File: config.mk
export PLATFORM = sky130hd
export DESIGN_NAME = dec2to4_dispatch_flat
export DESIGN_NICKNAME = d
export VERILOG_FILES = /design/src/rtl/dec2to4_dispatch_if.sv /design/src/rtl/dec2to4_dispatch.sv /design/src/flat_wrapper.sv
export SDC_FILE = /design/constraint.sdc
export NUM_CORES = 1
export LEC_CHECK = 0
export CAP_MARGIN = 20
export CORE_MARGIN = 2
export CORE_UTILIZATION = 37
export DETAILED_ROUTE_END_ITERATION = 12
export PLACE_DENSITY = 0.72
export SETUP_SLACK_MARGIN = 0.1
export SYNTH_ARGS = -nofsm -noshare
export SYNTH_HDL_FRONTEND = slang
export SYNTH_SLANG_ARGS = --single-unit
File: constraint.sdc
create_clock -name clk -period 1.6 [get_ports clk]
set_input_delay 0.32 -clock clk [delete_from_list [all_inputs] [get_ports clk]]
set_output_delay 0.32 -clock clk [all_outputs]
set_load 0.005 [all_outputs]
File: src/rtl/dec2to4_dispatch_if.sv
// Request/grant bundle between the encoder-side source,
// the dispatcher and the one-hot consumers.
interface dec2to4_dispatch_if #(
  parameter int CODE_W = 2
);
  localparam int N = 2 ** CODE_W;

  logic              in_valid;
  logic [CODE_W-1:0] in_code;
  logic              out_valid;
  logic [N-1:0]      out_onehot;
  logic              out_ack;
  logic [N-1:0]      pend;
  logic [CODE_W:0]   pend_cnt;
  logic              busy;

  modport master (
    output in_valid,
    output in_code,
    output out_ack,
    input  out_valid,
    input  out_onehot,
    input  pend,
    input  pend_cnt,
    input  busy
  );

  modport slave (
    input  in_valid,
    input  in_code,
    input  out_ack,
    output out_valid,
    output out_onehot,
    output pend,
    output pend_cnt,
    output busy
  );
endinterface

File: src/rtl/dec2to4_dispatch.sv
// Decodes encoded request events into a pending set and
// grants them one at a time, highest index first.
module dec2to4_dispatch #(
  parameter int CODE_W = 2
) (
  input  logic              clk,
  input  logic              rst,
  dec2to4_dispatch_if.slave bus
);
  localparam int N = 2 ** CODE_W;

  typedef enum logic {
    IDLE,
    PRESENT
  } state_e;

  state_e       state_q, state_d;
  logic [N-1:0] pend_q, pend_d;
  logic [N-1:0] oh_q, oh_d;
  logic         vld_q, vld_d;
  logic [N-1:0] sel;
  logic [CODE_W:0] cnt;

  always_comb begin
    sel = '0;
    for (int i = 0; i < N; i++) begin
      if (pend_q[i]) sel = N'(1) << i;
    end
  end

  always_comb begin
    cnt = '0;
    for (int i = 0; i < N; i++) begin
      cnt = cnt + {{CODE_W{1'b0}}, pend_q[i]};
    end
  end

  always_comb begin
    state_d = state_q;
    pend_d  = pend_q;
    oh_d    = oh_q;
    vld_d   = vld_q;
    unique case (state_q)
      IDLE: begin
        if (|pend_q) begin
          oh_d    = sel;
          vld_d   = 1'b1;
          state_d = PRESENT;
        end else begin
          oh_d  = '0;
          vld_d = 1'b0;
        end
      end
      PRESENT: begin
        if (bus.out_ack) begin
          pend_d  = pend_q & ~oh_q;
          oh_d    = '0;
          vld_d   = 1'b0;
          state_d = IDLE;
        end
      end
    endcase
    // applied after the ack clear so a colliding set wins
    if (bus.in_valid) pend_d[bus.in_code] = 1'b1;
  end

  always_ff @(posedge clk or posedge rst) begin
    if (rst) begin
      state_q <= IDLE;
      pend_q  <= '0;
      oh_q    <= '0;
      vld_q   <= 1'b0;
    end else begin
      state_q <= state_d;
      pend_q  <= pend_d;
      oh_q    <= oh_d;
      vld_q   <= vld_d;
    end
  end

  assign bus.out_valid  = vld_q;
  assign bus.out_onehot = oh_q;
  assign bus.pend       = pend_q;
  assign bus.pend_cnt   = cnt;
  assign bus.busy       = (|pend_q) | vld_q;
endmodule

File: src/flat_wrapper.sv
// flat-port wrapper written by rule: the top's interface ports become plain ports
module dec2to4_dispatch_flat 
#(
  parameter int CODE_W = 2
)
  (clk, rst, bus_in_valid, bus_in_code, bus_out_ack, bus_out_valid, bus_out_onehot, bus_pend, bus_pend_cnt, bus_busy);
  dec2to4_dispatch_if #(.CODE_W(CODE_W)) bus_i ();
  input  logic clk;
  input  logic rst;
  input wire logic [$bits(bus_i.in_valid)-1:0] bus_in_valid;
  input wire logic [$bits(bus_i.in_code)-1:0] bus_in_code;
  input wire logic [$bits(bus_i.out_ack)-1:0] bus_out_ack;
  output wire logic [$bits(bus_i.out_valid)-1:0] bus_out_valid;
  output wire logic [$bits(bus_i.out_onehot)-1:0] bus_out_onehot;
  output wire logic [$bits(bus_i.pend)-1:0] bus_pend;
  output wire logic [$bits(bus_i.pend_cnt)-1:0] bus_pend_cnt;
  output wire logic [$bits(bus_i.busy)-1:0] bus_busy;
  assign bus_i.in_valid = bus_in_valid;
  assign bus_i.in_code = bus_in_code;
  assign bus_i.out_ack = bus_out_ack;
  assign bus_out_valid = bus_i.out_valid;
  assign bus_out_onehot = bus_i.out_onehot;
  assign bus_pend = bus_i.pend;
  assign bus_pend_cnt = bus_i.pend_cnt;
  assign bus_busy = bus_i.busy;
  dec2to4_dispatch #(.CODE_W(CODE_W)) u_core (.clk(clk), .rst(rst), .bus(bus_i));
endmodule
==> results.json <==
{
  "initial_core_util": 0.394,
  "die_area_mm2": 0.00170,
  "mostFrequentLayoutCells": "buf_4 (12), dfrtp_1 (10), clkdlybuf4s50_1 (7)",
  "dp_hpwl_um": 849,
  "ir_drop_mv": 0.645,
  "arrival_ns": 1.63,
  "worst_path_most_repeated_cell": "ha_4",
  "drv_slew": 0,
  "hold_violations": 0,
  "status": "finished with violations",
  "vias": 472,
  "critical-path-top-delay-family": "adder cells",
  "clk_latency_ns": 0.26,
  "critPathMaxStageDelay_ns": 0.39,
  "failed_checks": "negative setup slack",
  "rows": 13,
  "synth-seq-cells": 10,
  "clock_skew_ns": 0.00261,
  "netlist_area_um2": 513,
  "power.leakage_nw": 0.425,
  "path_buf_inv": 2,
  "antenna_found_initial": 0,
  "max-cap-violations": 0,
  "slowest_stage": "dfrtp_1",
  "max-clock-path-buffers": 2,
  "cp_max_fo": 2,
  "r2r_slack_ns": 0.43,
  "crit_path_end_kind": "output port",
  "io_pins": 19,
  "grt_pass1_wl_mm": 1.90,
  "htreeDepth": 1,
  "avgSynthCellArea_um2": 11.9,
  "slew_headroom": 0.738,
  "fmax_mhz": 512,
  "finish.utilization": 0.655,
  "antenna_cells": 0,
  "clk_pin_slew_worst_paths_ns": 0.06,
  "syn-num-nets": 54,
  "syn2layout_area_growth_pct": 66.1,
  "tightest_slew_ns": 0.393,
  "path_depth": 5,
  "gr-usage-all-layers": 0.177,
  "cts_tree": "yes",
  "start_kind": "flip-flop",
  "setup_tns_ns": -1.02,
  "holdWs_ns": 0.341,
  "r2r-end": "u_core.bus.out_onehot[0]$_DFFE_PP0P_",
  "syn_inst": 43,
  "fin_crit_sh": 1.22,
  "drt_first_pass_iters": 4,
  "hp-class": "primary input to async pin",
  "drt_iter0_drc": 4,
  "post-route-min-period_ns": 1.95,
  "drive_gt1_frac": 0.355,
  "hold_buffers": 0,
  "port_buffers": 18,
  "wire_per_inst_um": 12.8,
  "die_h_um": 41.2,
  "routed_wl_mm": 1.17,
  "grt_overflow_total": 0,
  "powerDensity_mw_per_mm2": 1170,
  "worst_slack_ns": -0.352,
  "via_per_inst": 5.19,
  "numCtsBuffers": 3,
  "dieWidth_um": 41.2,
  "critPathKind": "flip-flop to output port",
  "root_buffer": "clkbuf_4",
  "setup_violations": 4,
  "yosysUniqueCellTypes": 17,
  "ys_warn_count": 0,
  "crit_path_end": "bus_pend_cnt[1]",
  "finish.net_count": 89,
  "place_congestion": 0.719,
  "clock-sinks": 10,
  "yosysSeqAreaShare": 0.488,
  "grt_max_degree": 13,
  "route.detailed.drc": 0,
  "rsz0062_at_grt": "true",
  "cp.required_ns": 1.28,
  "cp_cell_sequence": "inv_2 > ha_4 > fa_2 > ha_4 > buf_6",
  "coreArea_mm2": 0.00130,
  "fillers": 117,
  "worstReg2RegStart": "u_core.bus.pend[3]$_DFF_PP0_",
  "final_common_cell": "buf_4",
  "ant_nets": 0,
  "startpoint": "u_core.bus.pend[1]$_DFF_PP0_",
  "grt_pass1_vias": 441,
  "rr_worst_depth": 4
}
## metrics by stage
stage / power, mW / cell area (um^2) / cells / setup WS [ns]
after global placement: 0.795 / 772 / 82 / -0.487
final: 0.995 / 852 / 91 / -0.352
after CTS: 1.02 / 841 / 90 / -0.369
after floorplan: 0.517 / 528 / 43 / -0.0987
after detailed placement: 0.803 / 772 / 82 / -0.525
after global routing: 1.07 / 852 / 91 / -0.382
## report_power, final
group / leakage [nW] / switching, mW / internal (mW) / total, mW
registers: 0.116 / 0.0303 / 0.294 / 0.324
logic: 0.295 / 0.193 / 0.313 / 0.505
clock network: 0.0138 / 0.0788 / 0.0866 / 0.165
## worst reg2reg max path, cell delays in order (launching register included)
cell and delay, ns:
dfrtp_1 0.38, buf_4 0.13, buf_4 0.15, nor4_2 0.28
a22o_1 0.17
## worst min-delay path by stage
stage,endpoint,slack [ns],cells past startpoint
after floorplan,u_core.bus.out_onehot[0]$_DFFE_PP0P_,0.16,1
after global placement,u_core.bus.out_onehot[1]$_DFFE_PP0P_,0.52,1
after detailed placement,u_core.bus.out_onehot[2]$_DFFE_PP0P_,0.53,1
after CTS,u_core.bus.pend[0]$_DFF_PP0_,0.35,2
after global routing,u_core.bus.pend[2]$_DFF_PP0_,0.41,2
final,u_core.bus.out_onehot[3]$_DFFE_PP0P_,0.34,2
## kinds of logic (layout without fill, tap and decap cells)
logic type	after synthesis	count (layout)	synth area share
AND/OR/NAND/NOR	11	11	0.159
AO/OA/AOI/OAI	10	10	0.159
flip-flops	10	10	0.488
buffers and inverters	7	40	0.0585
adder cells (fa/ha/maj)	5	5	0.137
## timing repair
action	in CTS	in global routing
buffers inserted	5	2
pin swaps	3	3
gates resized for setup	28	3
setup endpoints to repair	9	10
## Yosys cell counts
cell type | n | area [um^2]
nand3b_1 | 1 | 7.51
nand2b_1 | 1 | 6.26
o21ai_0 | 1 | 5.00
fa_1 | 1 | 20.0
nand3_1 | 4 | 20.0
a32o_1 | 4 | 40.0
buf_4 | 1 | 7.51
ha_1 | 4 | 50.1
nor2_1 | 1 | 3.75
nor4b_2 | 1 | 15.0
a21oi_1 | 2 | 10.0
nor4_2 | 1 | 12.5
nor2b_1 | 1 | 6.26
a22o_1 | 3 | 26.3
dfrtp_1 | 10 | 250
inv_1 | 6 | 22.5
or4b_1 | 1 | 10.0
## metal layers
metal,up-vias,routed length (um),global-route usage,part of all wire
met2,22,559,0.281,0.48
met4,0,0,0.0726,0
met1,225,523,0.229,0.45
met5,-,0,0,0
li1,225,-,-,-
met3,0,85,0.0380,0.073
## sequential cells by signal, indices dropped and copies added (netlist names)
signal / flops
u_core.bus.out_onehot: 4
u_core.bus.pend: 4
u_core.bus.out_valid: 1
u_core.state_q: 1
## cell type report
class                           count  area [um^2]  area share
Timing Repair Buffer               31          278       0.326
Multi-Input combinational cell     26          260       0.305
Clock buffer                        3         22.5      0.0264
Sequential cell                    10          250       0.294
Inverter                            6         22.5      0.0264
Tap cell                           15         18.8      0.0220
No activity file was read; power rests on OpenSTA's default activity.
